--- src/rtl/seq_pattern_gen.sv ---
// Serial pattern transmitter: loads a WIDTH-bit pattern and shifts it out MSB-first,
// (repeat_cnt+1) times with GAP_LEN zero bits between repetitions, then pulses done.
module seq_pattern_gen #(
  parameter int WIDTH   = 8,
  parameter int CNT_W   = 4,
  parameter int GAP_LEN = 0
) (
  input  logic             clk,
  input  logic             Reset,
  input  logic             load,
  input  logic [WIDTH-1:0] data,
  input  logic [CNT_W-1:0] repeat_cnt,
  input  logic             stop,
  output logic             w,
  output logic             w_valid,
  output logic             busy,
  output logic             done
);

  localparam int BW = (WIDTH > 1) ? $clog2(WIDTH) : 1;
  localparam int GW = (GAP_LEN > 0) ? $clog2(GAP_LEN + 1) : 1;
  localparam logic [BW-1:0] BIT_LAST = BW'(WIDTH - 1);
  localparam logic [GW-1:0] GAP_LAST = GW'((GAP_LEN > 0) ? GAP_LEN - 1 : 0);

  typedef enum logic [1:0] {IDLE, SHIFT, GAP, DONE} state_t;

  state_t           state;
  logic [WIDTH-1:0] pattern;
  logic [WIDTH-1:0] shreg;
  logic [CNT_W-1:0] rep_cnt;
  logic [BW-1:0]    bit_cnt;
  logic [GW-1:0]    gap_cnt;

  // bit_cnt indexes the bit currently on w; shreg holds the bits still to come.
  always_ff @(posedge clk) begin
    if (Reset) begin
      // NOTE: only control state and outputs are reset; the datapath registers are
      // always reloaded on the way into SHIFT/GAP, so they need no reset.
      state   <= IDLE;
      w       <= 1'b0;
      w_valid <= 1'b0;
      busy    <= 1'b0;
      done    <= 1'b0;
    end else begin
      // NOTE: outputs default to 0 each cycle and the case below overrides them;
      // with non-blocking assignments the last assignment in the block wins.
      w       <= 1'b0;
      w_valid <= 1'b0;
      busy    <= 1'b0;
      done    <= 1'b0;
      if (stop && state != IDLE) begin
        state <= IDLE;
      end else begin
        case (state)
          IDLE: begin
            if (load && !stop) begin
              pattern <= data;
              shreg   <= {data[WIDTH-2:0], 1'b0};
              rep_cnt <= repeat_cnt;
              bit_cnt <= '0;
              w       <= data[WIDTH-1];
              w_valid <= 1'b1;
              busy    <= 1'b1;
              state   <= SHIFT;
            end
          end
          SHIFT: begin
            if (bit_cnt == BIT_LAST) begin
              if (rep_cnt != '0) begin
                rep_cnt <= rep_cnt - 1'b1;
                bit_cnt <= '0;
                w_valid <= 1'b1;
                busy    <= 1'b1;
                if (GAP_LEN > 0) begin
                  gap_cnt <= '0;
                  state   <= GAP;
                end else begin
                  w     <= pattern[WIDTH-1];
                  shreg <= {pattern[WIDTH-2:0], 1'b0};
                end
              end else begin
                busy  <= 1'b1;
                done  <= 1'b1;
                state <= DONE;
              end
            end else begin
              w       <= shreg[WIDTH-1];
              shreg   <= {shreg[WIDTH-2:0], 1'b0};
              bit_cnt <= bit_cnt + 1'b1;
              w_valid <= 1'b1;
              busy    <= 1'b1;
            end
          end
          GAP: begin
            w_valid <= 1'b1;
            busy    <= 1'b1;
            if (gap_cnt == GAP_LAST) begin
              w     <= pattern[WIDTH-1];
              shreg <= {pattern[WIDTH-2:0], 1'b0};
              state <= SHIFT;
            end else begin
              gap_cnt <= gap_cnt + 1'b1;
            end
          end
          DONE:    state <= IDLE;
          default: state <= IDLE;
        endcase
      end
    end
  end

endmodule

--- config.mk ---
export PLATFORM = sky130hd
export DESIGN_NAME = seq_pattern_gen
export DESIGN_NICKNAME = d
export VERILOG_FILES = /design/src/rtl/seq_pattern_gen.sv
export SDC_FILE = /design/constraint.sdc
export NUM_CORES = 1
export LEC_CHECK = 0
export BUFFER_PORTS_ARGS = -buffer_cell sky130_fd_sc_hd__buf_2
export CAP_MARGIN = 5
export CORE_MARGIN = 2
export CORE_UTILIZATION = 30
export CTS_CLUSTER_DIAMETER = 40
export DETAILED_ROUTE_END_ITERATION = 12
export PLACE_DENSITY = 0.46
export SLEW_MARGIN = 20
export SYNTH_ARGS = -nofsm -noshare
export SYNTH_HDL_FRONTEND = slang
export SYNTH_SLANG_ARGS = --single-unit
--- constraint.sdc ---
create_clock -name clk -period 2.6 [get_ports clk]
set_input_delay 0 -clock clk [delete_from_list [all_inputs] [get_ports clk]]
set_output_delay 0 -clock clk [all_outputs]
set_load 0.1 [all_outputs]
======== After elaboration in Yosys (flattened, before gate mapping) ========
Cells that the tools add are included.
word-level totals
  register bits ........................... 30
  input port bits ......................... 16
  logic and storage cells ................. 73
cells by class
  add/subtract/negate cells ............... 3
  equal/unequal tests ..................... 10
  multiplexer cells ....................... 29
  bitwise logic cells ..................... 4
  reductions and logical operators ........ 17
operators with widths
  operator             count
  $mux 8               4
  $pmux 8 s3           1
  $mux 4               3
  $reduce_and 6->1     2
  $ne 2x2->1 const B   5
  $mux 3               3
  $mux 1               8
  $mux 2               4
  $pmux 2 s4           1
  $pmux 4 s2           1
  $reduce_and 4->1     2
  $pmux 1 s3           2
  $pmux 3 s2           1
  $reduce_and 5->1     1
  $eq 2x2->1 const B   2
  $not 1->1            4
  $reduce_bool 2->1    2
  $reduce_bool 4->1    1
  $reduce_or 2->1      2
  $reduce_or 4->1      1
  $sub 4x1->4 const B  1
  $add 3x1->3 const B  1
  $eq 3x3->1 const B   1
  $ne 3x3->1 const B   1
  other kinds (8)      9

======== Depth between registers and ports, before layout ========
Gate-level depths: netlist of the first run.
  depth in word-level cells ............... 4
  mapped depth ............................ 7
  mapped depth without buffers ............ 5

======== Worst setup path before layout of the first run ========
No wires, ideal clock.
  path kind ............................... reg2reg
  from .................................... register bit_cnt[0]
  to ...................................... register shreg[1] (enable)
  library setup time ...................... 0.390 ns
  arrival ................................. 1.802 ns
  data required time ...................... 2.210 ns
  path slack .............................. 0.408 ns
  cell stages (with the launch flop) ...... 6
  clock period less this slack ............ 2.192 ns
  cell sequence ........................... edfxtp_1 -> ha_1 -> ha_1 -> nand4bb_4 -> nor2_1 -> nor4_1
on the way
  cells in the longest elaborated chain, start to end .. 3
RTL lines
  item                        RTL line  RTL
  start: declaration          31        logic [BW-1:0] bit_cnt;
  start signal: assignment    89        bit_cnt <= bit_cnt + 1'b1;
  $eq 3x3->1                  68        if (bit_cnt == BIT_LAST) begin
  $ne 3x3->1 (no line)        n/a
  $reduce_and 6->1 (no line)  n/a
  end signal: assignment      58        shreg <= {data[WIDTH-2:0], 1'b0};
  end signal: assignment      79        shreg <= {pattern[WIDTH-2:0], 1'b0};
  end signal: assignment      88        shreg <= {shreg[WIDTH-2:0], 1'b0};
  end: declaration            29        logic [WIDTH-1:0] shreg;
Every way passes these cells.
A chain may end at the register's enable or synchronous reset.

======== Worst setup path after layout of the first run ========
  from .................................... register state[1]
  to ...................................... register rep_cnt[2] (enable)
on the way
  cells in the longest elaborated chain, start to end .. 4
RTL lines
  item                                                                RTL line  RTL
  start: declaration                                                  27        state_t state;
  start signal: assignment                                            39        state <= IDLE;
  start signal: assignment                                            52        state <= IDLE;
  start signal: assignment                                            64        state <= SHIFT;
  parallel branches: the longest is 3 deep, another holds $eq 2x1->1  n/a
  $reduce_and 6->1 (no line) *                                        n/a
  end signal: assignment                                              59        rep_cnt <= repeat_cnt;
  end signal: assignment                                              70        rep_cnt <= rep_cnt - 1'b1;
  end: declaration                                                    30        logic [CNT_W-1:0] rep_cnt;
Mark *: on every way between the ends.

==> results of run 1 <==
## cells by family after synthesis
kind of cell | after synthesis | synth area share (%)
simple gates | 37 | 15.1
compound gates | 29 | 13.9
flops | 29 | 55.9
buf+inv | 12 | 3.71
fa+ha+maj | 9 | 7.76
mux | 3 | 2.24
xor+xnor | 2 | 1.21
other cells | 1 | 0.258
## cell type report
| cell class | instances | area (um2) |
|---|---|---|
| multi-input combinational | 81 | 587 |
| timing repair buffer | 29 | 190 |
| clock inverter | 3 | 65.1 |
| tap | 54 | 67.6 |
| sequential | 29 | 811 |
| inverter | 7 | 26.3 |
| clock buffer | 5 | 68.8 |
| fill | 461 | 2880 |
## placed cells by master, fill, tap and decap left out, types with 2 or more instances in the layout
cell	Yosys	routed
a211oi_1	4	4
mux2_2	2	2
buf_2	1	19
inv_1	6	6
dlygate4sd3_1	0	8
buf_4	2	2
clkbuf_8	0	5
bufinv_16	0	2
and2_1	4	4
nor3_1	7	7
a21o_1	2	2
xnor2_1	2	2
dfxtp_1	6	6
a22oi_1	6	6
a21oi_1	11	11
nor2_1	13	13
ha_1	9	9
nand2_1	3	3
edfxtp_1	23	23
## worst max-delay path, stage by stage (launching register included)
cell	delay, ps
dfxtp_1	350
inv_1	100
ha_1	500
mux2i_1	120
or3_1	350
nor2_1	290
## sequential cells by signal (all words and copies together) (netlist names)
| register | count |
|---|---|
| pattern | 8 |
| shreg | 7 |
| rep_cnt | 4 |
| bit_cnt | 3 |
| state | 2 |
| busy | 1 |
| done | 1 |
| gap_cnt | 1 |
| w | 1 |
| w_valid | 1 |
## how the worst max path moves through the flow
stage	from	end	slack (ps)
floorplan	bit_cnt[0]	shreg[1]	410
global placement	state[1]	rep_cnt[0]	640
detailed placement	state[1]	rep_cnt[2]	550
CTS	state[1]	rep_cnt[2]	540
global route	state[1]	rep_cnt[3]	380
finish	state[1]	rep_cnt[2]	570
## power by group
group | total, uW | leakage [uW] | switching (uW) | internal (uW)
combinational | 345 | 0.000393 | 223 | 121
clock | 550 | 0.0000681 | 170 | 380
sequential | 585 | 0.000261 | 18.3 | 567
## through the flow
stage | cells | setup slack [ps] | instance area, um2
after floorplan | 122 | 408 | 1450
after global placement | 192 | 641 | 1600
after detailed placement | 192 | 553 | 1600
after CTS | 208 | 542 | 1820
after global routing | 208 | 384 | 1820
final | 208 | 570 | 1820
## timing repair
item / CTS / global route
hold buffers: 8 / 0
endpoints found under the hold margin: 8 / 0
buffers inserted: 0 / 0
## per-layer routing
layer | GRT usage (%) | vias up
met4 | 4.24 | 0
met3 | 4.25 | 2
met1 | 14.8 | 478
li1 | - | 511
met5 | 0 | -
met2 | 18.7 | 17
==> impl_table.tex, run 1 <==
\begin{tabular}{lr}
\hline
Metric & Value \\
\hline
\multicolumn{2}{l}{\textbf{CTS}} \\
\quad Sink Count & 29 \\
\quad Number of resized instances in the post-cts repair step & 0 \\
\quad Clock input transition at the sequential cells of the worst setup and hold paths & 70 ps \\
\quad TritonCTS Buffers & 5 \\
\quad H-tree level count & 2 \\
\quad Max Root-Sink Buffers & 2 \\
\quad Clock latency reported for the late side of the worst-skew pair & 270 ps \\
\quad Cell chosen for the clock root & clkbuf\_8 \\
\quad TritonCTS clock tree & done \\
\multicolumn{2}{l}{\textbf{GRT}} \\
\quad Largest net degree at the start of global routing & 18 \\
\quad Antenna violations before repair & 0 \\
\quad Global-route total usage across every layer & 11.8\% \\
\quad Total global routing overflow & 0 \\
\quad Via count of the first global-routing pass & 1008 \\
\quad Global-route wire length before repair & 4730 um \\
\multicolumn{2}{l}{\textbf{Critical path}} \\
\quad Category of the most critical setup path & reg -> reg \\
\quad Worst Path Arrival & 1970 ps \\
\quad Reg2Reg Setup Slack & 570 ps \\
\quad Type of origin of the critical path & register \\
\quad CP Data Required Time & 2540 ps \\
\quad Critical path peak fanout & 17 \\
\quad Critical path capture point type & register \\
\quad Cell count of the worst reg-to-reg path & 5 \\
\quad Startpoint of the worst register-to-register path & state[1] \\
\quad Endpoint of the worst-slack reg-to-reg timing path & rep\_cnt[2] \\
\multicolumn{2}{l}{\textbf{Timing}} \\
\quad Worst slew pin tran & 542 ps \\
\quad Post-route clock period utilization & 78.1\% \\
\quad Fmax & 493 MHz \\
\quad Endpoints failing setup & 0 \\
\quad Max transition margin & 63.9\% \\
\quad Worst hold-check slack & 35.1 ps \\
\quad Setup repair after global routing missed its margin & no \\
\quad Final sum of negative setup slack & 0 ps \\
\quad Worst clock skew & 6.81 ps \\
\quad Post-layout min period & 2030 ps \\
\quad Hold Vio Cnt, Final & 0 \\
\quad Final-report max-slew violation count & 0 \\
\multicolumn{2}{l}{\textbf{Yosys}} \\
\quad Share of flip-flops with an asynchronous set or reset after synthesis & 0\% \\
\quad Post-synthesis sequential area ratio & 55.9\% \\
\quad Synth Cell Area & 1450 um2 \\
\quad Instance count of the mapped netlist & 122 \\
\quad Net count after synthesis & 147 \\
\quad Warning count from the yosys run & 0 \\
\quad Average cell area after synthesis & 11.9 um2 \\
\quad Most frequently used cell type in the post-synthesis netlist & edfxtp\_1 \\
\quad Area share of the largest cell type after synthesis & 47.6\% \\
\quad Cell type with the highest aggregate area in the netlist & edfxtp\_1 \\
\quad Cell variety after synth & 36 \\
\quad Synthesized flop and latch total & 29 \\
\quad Largest cells by area after synthesis & edfxtp\_1, dfxtp\_1, ha\_1, a21oi\_1, nor2\_1 \\
\quad Ranking of synthesized cells by instance count & edfxtp\_1, nor2\_1, a21oi\_1, ha\_1, nor3\_1 \\
\quad Dominant register cell in the synthesized netlist & edfxtp\_1 \\
\quad EDFF count, synth & 23 \\
\multicolumn{2}{l}{\textbf{Finish}} \\
\quad Final design utilization & 38.7\% \\
\quad Layout cells sized above 1 & 24.7\% \\
\quad Number of nets in the final layout & 178 \\
\quad Antenna diode instance count & 0 \\
\quad Synth-to-layout area growth & 25.1\% \\
\multicolumn{2}{l}{\textbf{Routing}} \\
\quad Remaining number of nets flagged by the antenna check after routing & 0 \\
\quad Detailed Route Iter0 Violations & 35 \\
\quad Total length of routed met3 wires & 95 um \\
\quad Routed met1 length & 1330 um \\
\quad Count of TritonRoute iterations in the first routing pass & 4 \\
\quad Drt via density & 4.85 \\
\quad Routed len/inst & 13.8 um \\
\quad Via count & 1008 \\
\quad Metal2 WL & 1430 um \\
\quad Drc violations & 0 \\
\quad Highest routed metal layer & met4 \\
\quad Wirelength, routed & 2880 um \\
\multicolumn{2}{l}{\textbf{Hold path}} \\
\quad Type of the most critical hold path & in -> reg \\
\quad Hold wc startpoint & repeat\_cnt[0] \\
\quad Hold depth & 2 \\
\quad Hold Path Sink & rep\_cnt[0] \\
\multicolumn{2}{l}{\textbf{Place}} \\
\quad GPL Wtd Cong & 0.803 \\
\quad Sum of net half-perimeters after detailed placement & 2070 um \\
\quad Count of buffers from port buffering & 19 \\
\multicolumn{2}{l}{\textbf{Run}} \\
\quad Number of max-capacitance violations reported & 0 \\
\multicolumn{2}{l}{\textbf{Floorplanning}} \\
\quad Die width & 73.6 um \\
\quad Die Footprint & 5410 um2 \\
\quad Count of standard-cell rows & 25 \\
\quad Boundary pin count & 20 \\
\quad Core Area & 4690 um2 \\
\quad Vertical extent of the die & 73.6 um \\
\quad Initial Utilization & 30.9\% \\
\multicolumn{2}{l}{\textbf{Run status}} \\
\quad Result of the run & complete, no violations \\
\multicolumn{2}{l}{\textbf{Power and ir drop}} \\
\quad Maximum ir drop on the vdd rail & 0.349 mV \\
\quad Final total power & 1480 uW \\
\quad Power density relative to cell area & 815 nW/um2 \\
\quad Total leakage power & 0.000722 uW \\
\hline
\end{tabular}
Note: power is estimated with default switching activity, not from simulation.
==> run 2, diff against run 1 <==
==> constraint.sdc (replaced) <==
create_clock -name clk -period 2.15 [get_ports clk]
set_input_delay 0 -clock clk [delete_from_list [all_inputs] [get_ports clk]]
set_output_delay 0 -clock clk [all_outputs]
set_load 0.1 [all_outputs]
==> run 2 against run 1 <==
  * Flip-flop and latch count stayed put
  * Hold slack got worse by 0.79 ps
  * Largest power group unchanged
  * Sequential power grew 21%
  * Non-clock buffer count is 2 higher
  * Die area stayed put
  * Final cell count up 0.96%
  * Critical endpoint is now rep_cnt[0]
  * Fmax up 5.1%
==> impl_table.tex, run 2 (same netlist as run 1, synthesis figures left out) <==
\begin{tabular}{lr}
\hline
Metric & Value \\
\hline
\multicolumn{2}{l}{\textbf{Critical path}} \\
\quad Standard cell with the maximum stage delay on the critical path & dfxtp\_1 \\
\quad Cell family contributing the most delay on the critical path & simple AND/OR/NAND/NOR gates \\
\quad Category of the most critical setup path & reg -> reg \\
\quad Buffers \& Inverters on Critical Path & 1 (unchanged) \\
\quad Cell Chain, Critical Path & inv\_1 -> ha\_1 -> mux2i\_1 -> or3\_1 -> nor2\_1 \\
\quad Critical path's largest stage delay & 410 ps (-90 ps) \\
\quad Type of origin of the critical path & register \\
\quad CP Data Required Time & 2090 ps (-450 ps) \\
\quad Critical path peak fanout & 7 (-10) \\
\quad Worst Path Arrival & 1870 ps (-100 ps) \\
\quad Critical path capture point type & register \\
\multicolumn{2}{l}{\textbf{Power and ir drop}} \\
\quad Total leakage power & 0.000718 uW (-0.59\%) \\
\quad Pint & 1190 uW (+11\%) \\
\quad Power density relative to cell area & 933 nW/um2 (+14\%) \\
\quad Clk network pwr share & 32.0\% (-5.2 points) \\
\quad Maximum ir drop on the vdd rail & 0.282 mV (-19\%) \\
\quad Final total power & 1690 uW (+14\%) \\
\quad Combinational group share of total power & 26.0\% (+2.7 points) \\
\quad Sequential share of power & 42.0\% (+2.5 points) \\
\quad Fraction of power spent switching nets & 29.6\% (+1.8 points) \\
\quad Psw & 500 uW (+22\%) \\
\multicolumn{2}{l}{\textbf{Timing}} \\
\quad Final-report max-slew violation count & 0 (unchanged) \\
\quad Fmax & 518 MHz (+5.1\%) \\
\quad Post-layout min period & 1930 ps (-98.2 ps) \\
\quad Post-route clock period utilization & 89.9\% (+12 points) \\
\quad Setup repair after global routing missed its margin & no \\
\quad Final worst-path setup slack & 218 ps (-352 ps) \\
\quad Final sum of negative setup slack & 0 ps (unchanged) \\
\quad Endpoints failing setup & 0 (unchanged) \\
\quad Worst clock skew & 8.32 ps (+1.51 ps) \\
\quad Hold Vio Cnt, Final & 0 (unchanged) \\
\multicolumn{2}{l}{\textbf{Routing}} \\
\quad Wirelength, routed & 2930 um (+1.7\%) \\
\quad Total length of routed met3 wires & 154 um (+62\%) \\
\quad Routed len/inst & 13.9 um (+0.73\%) \\
\quad Remaining number of nets flagged by the antenna check after routing & 0 (unchanged) \\
\quad Drt via density & 4.88 (+0.72\%) \\
\quad Routed met1 length & 1430 um (+7.1\%) \\
\quad Count of TritonRoute iterations in the first routing pass & 4 (unchanged) \\
\quad Drc violations & 0 (unchanged) \\
\quad Detailed Route Iter0 Violations & 28 (-20\%) \\
\quad Highest routed metal layer & met4 \\
\quad Via count & 1025 (+1.7\%) \\
\quad Metal2 WL & 1310 um (-8.3\%) \\
\multicolumn{2}{l}{\textbf{CTS}} \\
\quad H-tree level count & 2 (unchanged) \\
\quad TritonCTS Buffers & 5 (unchanged) \\
\quad TritonCTS clock tree & done \\
\quad Max Root-Sink Buffers & 2 (unchanged) \\
\quad Cell chosen for the clock root & clkbuf\_8 \\
\quad Number of post-CTS setup repair buffers & 0 (unchanged) \\
\quad Sink Count & 29 (unchanged) \\
\quad Clock latency reported for the late side of the worst-skew pair & 280 ps (about the same) \\
\quad Clock input transition at the sequential cells of the worst setup and hold paths & 60 ps (about the same) \\
\multicolumn{2}{l}{\textbf{Finish}} \\
\quad Most common cell after layout, fill and taps aside & edfxtp\_1 \\
\quad Count of placed standard cells in the final layout, fillers left out & 210 (+0.96\%) \\
\quad Biggest regs & pattern (8), shreg (7), rep\_cnt (4) \\
\quad Register bank with the most flops & pattern \\
\quad Synth-to-layout area growth & 24.7\% \\
\quad Flip-flop count of the largest register after layout & 8 (unchanged) \\
\quad Number of nets in the final layout & 180 (+1.1\%) \\
\quad Layout cells sized above 1 & 25.0\% (+0.32 points) \\
\quad Antenna diode instance count & 0 (unchanged) \\
\quad Final design utilization & 38.6\% (-0.13 points) \\
\quad Leading cell types in the layout, fill and taps excluded & edfxtp\_1, buf\_2, nor2\_1 \\
\multicolumn{2}{l}{\textbf{Place}} \\
\quad Count of buffers from port buffering & 19 (unchanged) \\
\quad Sum of net half-perimeters after detailed placement & 2100 um (+1.4\%) \\
\quad Placed Cells & 194 (+1.0\%) \\
\quad GPL Wtd Cong & 0.783 (-2.4\%) \\
\quad Setup slack after placement & 231 ps (-322 ps) \\
\multicolumn{2}{l}{\textbf{GRT}} \\
\quad Via count of the first global-routing pass & 976 (-3.2\%) \\
\quad Global-route wire length before repair & 4710 um (-0.30\%) \\
\quad Largest net degree at the start of global routing & 16 (-2) \\
\quad Antenna violations before repair & 0 (unchanged) \\
\quad Total global routing overflow & 0 (unchanged) \\
\quad Global-route total usage across every layer & 11.8\% (+0.064 points) \\
\multicolumn{2}{l}{\textbf{Run}} \\
\quad Number of max-capacitance violations reported & 0 (unchanged) \\
\multicolumn{2}{l}{\textbf{Floorplanning}} \\
\quad Die Footprint & 5410 um2 (unchanged) \\
\quad Die width & 73.6 um (unchanged) \\
\quad Vertical extent of the die & 73.6 um (unchanged) \\
\quad Count of standard-cell rows & 25 (unchanged) \\
\quad Initial Utilization & 30.9\% (unchanged) \\
\quad Boundary pin count & 20 (unchanged) \\
\quad Core Area & 4690 um2 (unchanged) \\
\multicolumn{2}{l}{\textbf{Hold path}} \\
\quad Type of the most critical hold path & in -> reg \\
\multicolumn{2}{l}{\textbf{Run status}} \\
\quad Result of the run & complete, no violations \\
\hline
\end{tabular}
==> run 2: cell types whose count changed in the layout (fill, tap and decap cells not counted) <==
| cell | delta |
|---|---|
| buf_4 | +2 |
| bufinv_16 | -1 |
| clkbuf_1 | +1 |
| clkinv_1 | +1 |
| clkinv_2 | -1 |
| nor4_1 | -1 |
| nor4_2 | +1 |
==> run 2: final timing paths <==
check        slack [ps]         end           from  cells after the start
max                 220  rep_cnt[0]       state[1]                      5
min                  30  rep_cnt[0]  repeat_cnt[0]                      2
max reg2reg         220  rep_cnt[0]       state[1]                      5
min reg2reg         550    shreg[1]     pattern[0]                      2
==> run 2: routing by layer <==
layer / vias to the layer above / global-route usage, %
met1: 479 / 15.6
met3: 5 / 4.25
met2: 25 / 17.7
met4: 0 / 4.85
met5: - / 0
li1: 516 / -
==> run 2: worst reg2reg max path, cell delays in order, from the launching register on <==
cell and delay, ps:
dfxtp_1 410, inv_1 100, ha_1 290, mux2i_1 150, or3_1 340, nor2_1 310
==> run 2: final cells by class <==
cell class / instances / area, um2
Sequential cell: 29 / 811
Timing Repair Buffer: 31 / 205
Fill cell: 472 / 2880
Multi-Input combinational cell: 81 / 593
Clock inverter: 2 / 33.8
Inverter: 7 / 26.3
Tap cell: 54 / 67.6
Clock buffer: 6 / 72.6
==> run 2: what timing repair did <==
| item | CTS | global route |
|---|---|---|
| hold buffers | 8 | 0 |
| gates resized for setup | 0 | 0 |
| endpoints found under the hold margin | 8 | 0 |
==> run 2: power groups by stage <==
stage               clock, uW  sequential, uW  combinational, uW
finish                    540             709                439
global route              590             715                480
detailed placement          0             721                430
floorplan                   0             786                263
global placement            0             719                430
CTS                       561             710                443
==> run 2: through the flow <==
step | instance area [um2] | hold WS, ps
4_1_cts | 1810 | 24.7
2_1_floorplan | 1460 | 98.9
3_3_place_gp | 1620 | 193
3_5_place_dp | 1620 | 193
6_report | 1810 | 34.3
5_1_grt | 1810 | 25.4
==> run 3, diff against run 2 <==
--- a/config.mk
+++ b/config.mk
@@ -5,13 +5,15 @@
 export SDC_FILE = /design/constraint.sdc
 export NUM_CORES = 1
 export LEC_CHECK = 0
+export ABC_AREA = 1
 export BUFFER_PORTS_ARGS = -buffer_cell sky130_fd_sc_hd__buf_2
 export CAP_MARGIN = 5
 export CORE_MARGIN = 2
 export CORE_UTILIZATION = 30
 export CTS_CLUSTER_DIAMETER = 40
 export DETAILED_ROUTE_END_ITERATION = 12
-export PLACE_DENSITY = 0.46
+export GPL_TIMING_DRIVEN = 0
+export PLACE_DENSITY = 0.48
 export SLEW_MARGIN = 20
 export SYNTH_ARGS = -nofsm -noshare
 export SYNTH_HDL_FRONTEND = slang
==> run 3 against run 2 <==
  * Setup slack lost 0.51 ps
  * Flip-flop and latch count did not move
  * First-iteration DRC count increased by 25%
  * Global-route usage is 0.35 points higher
  * Register-to-register slack is essentially flat
  * Clock power fell by 20%
  * Via count increased by 4.0%
  * Wire length fell by 4.0%
  * Clock skew fell by 1.8 ps
  * Largest cell class unchanged
  * Largest power group unchanged
==> impl_table.tex, run 3 <==
\begin{tabular}{lr}
\hline
Metric & Value \\
\hline
\multicolumn{2}{l}{\textbf{Timing}} \\
\quad Hold Vio Cnt, Final & 0 (unchanged) \\
\quad Final-report max-slew violation count & 0 (unchanged) \\
\quad Worst hold-check slack & 12.7 ps (-21.6 ps) \\
\quad Worst clock skew & 6.56 ps (-1.76 ps) \\
\quad Fmax & 517 MHz (about the same) \\
\quad Endpoints failing setup & 0 (unchanged) \\
\quad Final sum of negative setup slack & 0 ps (unchanged) \\
\quad Post-layout min period & 1930 ps (+0.513 ps) \\
\quad Setup repair after global routing missed its margin & no \\
\quad Post-route clock period utilization & 89.9\% (about the same) \\
\multicolumn{2}{l}{\textbf{Finish}} \\
\quad Layout cells sized above 1 & 19.2\% (-5.8 points) \\
\quad Biggest regs & pattern (8), shreg (7), rep\_cnt (4) \\
\quad Final design utilization & 39.7\% (+1.1 points) \\
\quad Leading cell types in the layout, fill and taps excluded & nand2\_1, edfxtp\_1, buf\_2, nor2\_1, inv\_1 \\
\quad Flip-flop count of the largest register after layout & 8 (unchanged) \\
\quad Number of nets in the final layout & 206 (+14\%) \\
\quad Antenna diode instance count & 0 (unchanged) \\
\quad Register bank with the most flops & pattern \\
\quad Synth-to-layout area growth & 25.7\% \\
\quad Most common cell after layout, fill and taps aside & nand2\_1 \\
\quad Count of placed standard cells in the final layout, fillers left out & 234 (+11\%) \\
\multicolumn{2}{l}{\textbf{Critical path}} \\
\quad Type of origin of the critical path & register \\
\quad Critical path peak fanout & 9 (+2) \\
\quad Critical path depth & 8 (+3) \\
\quad CP Data Required Time & 2190 ps (+100 ps) \\
\quad Category of the most critical setup path & reg -> reg \\
\quad Cell count of the worst reg-to-reg path & 8 (+3) \\
\quad Buffers \& Inverters on Critical Path & 4 (+3) \\
\quad Cell Chain, Critical Path & inv\_1 -> ha\_1 -> buf\_2 -> inv\_1 -> nand2\_1 -> o21ai\_0 -> nor3b\_4 -> buf\_12 \\
\quad Standard cell with the maximum stage delay on the critical path & dfxtp\_1 \\
\quad Critical path's largest stage delay & 410 ps (about the same) \\
\quad Worst Path Arrival & 1980 ps (+110 ps) \\
\quad Critical path capture point type & register \\
\quad Cell repeated most along the worst path & inv\_1 \\
\quad Cell family contributing the most delay on the critical path & buffers and inverters \\
\multicolumn{2}{l}{\textbf{CTS}} \\
\quad TritonCTS Buffers & 5 (unchanged) \\
\quad Sink Count & 29 (unchanged) \\
\quad Max Root-Sink Buffers & 2 (unchanged) \\
\quad TritonCTS clock tree & done \\
\quad Clock latency reported for the late side of the worst-skew pair & 280 ps (about the same) \\
\quad Cell chosen for the clock root & clkbuf\_8 \\
\quad H-tree level count & 2 (unchanged) \\
\quad Clock input transition at the sequential cells of the worst setup and hold paths & 60 ps (about the same) \\
\multicolumn{2}{l}{\textbf{GRT}} \\
\quad Antenna violations before repair & 0 (unchanged) \\
\quad Global-route wire length before repair & 4760 um (+1.0\%) \\
\quad Global-route total usage across every layer & 12.2\% (+0.35 points) \\
\quad Total global routing overflow & 0 (unchanged) \\
\quad Via count of the first global-routing pass & 1040 (+6.6\%) \\
\quad Largest net degree at the start of global routing & 11 (-5) \\
\multicolumn{2}{l}{\textbf{Place}} \\
\quad Placed Cells & 217 (+12\%) \\
\quad Count of buffers from port buffering & 19 (unchanged) \\
\quad Sum of net half-perimeters after detailed placement & 2030 um (-3.7\%) \\
\quad GPL Wtd Cong & 0.793 (+1.2\%) \\
\multicolumn{2}{l}{\textbf{Power and ir drop}} \\
\quad Final total power & 1370 uW (-19\%) \\
\quad Total leakage power & 0.000738 uW (+2.8\%) \\
\quad Power density relative to cell area & 779 nW/um2 (-16\%) \\
\quad Maximum ir drop on the vdd rail & 0.591 mV (+110\%) \\
\multicolumn{2}{l}{\textbf{Yosys}} \\
\quad Post-synthesis sequential area ratio & 57.8\% (+1.9 points) \\
\quad Instance count of the mapped netlist & 146 (+20\%) \\
\quad Average cell area after synthesis & 9.62 um2 (-19\%) \\
\quad Largest cells by area after synthesis & edfxtp\_1, nand2\_1, dfxtp\_1, ha\_1, nor2\_1 \\
\quad Synthesized flop and latch total & 29 (unchanged) \\
\quad Most frequently used cell type in the post-synthesis netlist & nand2\_1 \\
\quad Synth Cell Area & 1400 um2 (-3.3\%) \\
\quad Cell type with the highest aggregate area in the netlist & edfxtp\_1 \\
\quad Warning count from the yosys run & 0 (unchanged) \\
\quad Share of flip-flops with an asynchronous set or reset after synthesis & 0\% (unchanged) \\
\quad EDFF count, synth & 23 (unchanged) \\
\quad Cell variety after synth & 21 (-42\%) \\
\quad Net count after synthesis & 171 (+16\%) \\
\quad Area share of the largest cell type after synthesis & 49.2\% (+1.6 points) \\
\quad Dominant register cell in the synthesized netlist & edfxtp\_1 \\
\quad Ranking of synthesized cells by instance count & nand2\_1, edfxtp\_1, nor2\_1, inv\_1, ha\_1 \\
\multicolumn{2}{l}{\textbf{Routing}} \\
\quad Wirelength, routed & 2810 um (-4.0\%) \\
\quad Drc violations & 0 (unchanged) \\
\quad Remaining number of nets flagged by the antenna check after routing & 0 (unchanged) \\
\quad Via count & 1066 (+4.0\%) \\
\quad Detailed Route Iter0 Violations & 35 (+25\%) \\
\quad Count of TritonRoute iterations in the first routing pass & 4 (unchanged) \\
\quad Routed len/inst & 12.0 um (-14\%) \\
\quad Drt via density & 4.56 (-6.7\%) \\
\multicolumn{2}{l}{\textbf{Floorplanning}} \\
\quad Boundary pin count & 20 (unchanged) \\
\quad Die Footprint & 5240 um2 (-3.1\%) \\
\quad Initial Utilization & 31.6\% (+0.65 points) \\
\quad Core Area & 4440 um2 (-5.3\%) \\
\quad Vertical extent of the die & 72.4 um (-1.6\%) \\
\quad Count of standard-cell rows & 24 (-4.0\%) \\
\quad Die width & 72.4 um (-1.6\%) \\
\multicolumn{2}{l}{\textbf{Run status}} \\
\quad Result of the run & complete, no violations \\
\multicolumn{2}{l}{\textbf{Hold path}} \\
\quad Type of the most critical hold path & in -> reg \\
\quad Hold depth & 3 (+1) \\
\multicolumn{2}{l}{\textbf{Run}} \\
\quad Number of max-capacitance violations reported & 0 (unchanged) \\
\hline
\end{tabular}
[run 3: worst reg2reg max path, cell delays in order (launching register included)]
cell	delay, ps
dfxtp_1	410
inv_1	90
ha_1	180
buf_2	160
inv_1	200
nand2_1	100
o21ai_0	320
nor3b_4	90
buf_12	150
[run 3: metal layers]
layer	track usage (%)	share of wire (%)	up-vias	wire (um)
met2	19.5	46	20	1290
met3	4.58	4.1	5	114
li1	-	-	555	-
met1	15.2	48	486	1360
met5	0	0	-	0
met4	4.32	1.7	0	48
[run 3: cell type report]
class / instances / area (um2)
Clock buffer: 5 / 68.8
Buffer: 2 / 8.76
Fill cell: 449 / 2680
Inverter: 17 / 63.8
Multi-Input combinational cell: 98 / 534
Tap cell: 52 / 65.1
Timing Repair Buffer: 28 / 195
Sequential cell: 29 / 811
Clock inverter: 3 / 17.5
[run 3: worst paths after layout]
kind	from	end	slack, ps
hold / removal	repeat_cnt[1]	rep_cnt[1]	10
setup / recovery	state[1]	shreg[1]	220
setup reg to reg	state[1]	shreg[1]	220
hold reg to reg	state[1]	state[1]	540
[run 3: cell families after synthesis]
kind of cell | synth area share [%]
xor gates and xnor gates | 1.25
and+or+nand+nor | 19.8
buffers and inverters | 5.17
other | 0.267
adders and majority gates | 8.02
DFF | 57.8
AOI/OAI and AO/OA | 7.75
[run 3: power by group]
group	internal (uW)	leakage (uW)	switching, uW
clock	223	0.0000439	208
sequential	659	0.000261	16.2
combinational	93.0	0.000432	177
[run 3: metrics by stage]
step | setup WS (ps) | cell area (um2)
after floorplan | 123 | 1400
after CTS | 111 | 1740
after global routing | 48.3 | 1760
after global placement | -381 | 1560
final | 217 | 1760
after detailed placement | -13.3 | 1570
[run 3: timing repair]
item                                   4_1_cts  5_1_grt
gates resized for setup                      1        1
endpoints found under the hold margin        9        0
hold buffers                                 8        0
buffers inserted                             0        1
setup endpoints to repair                    7        9
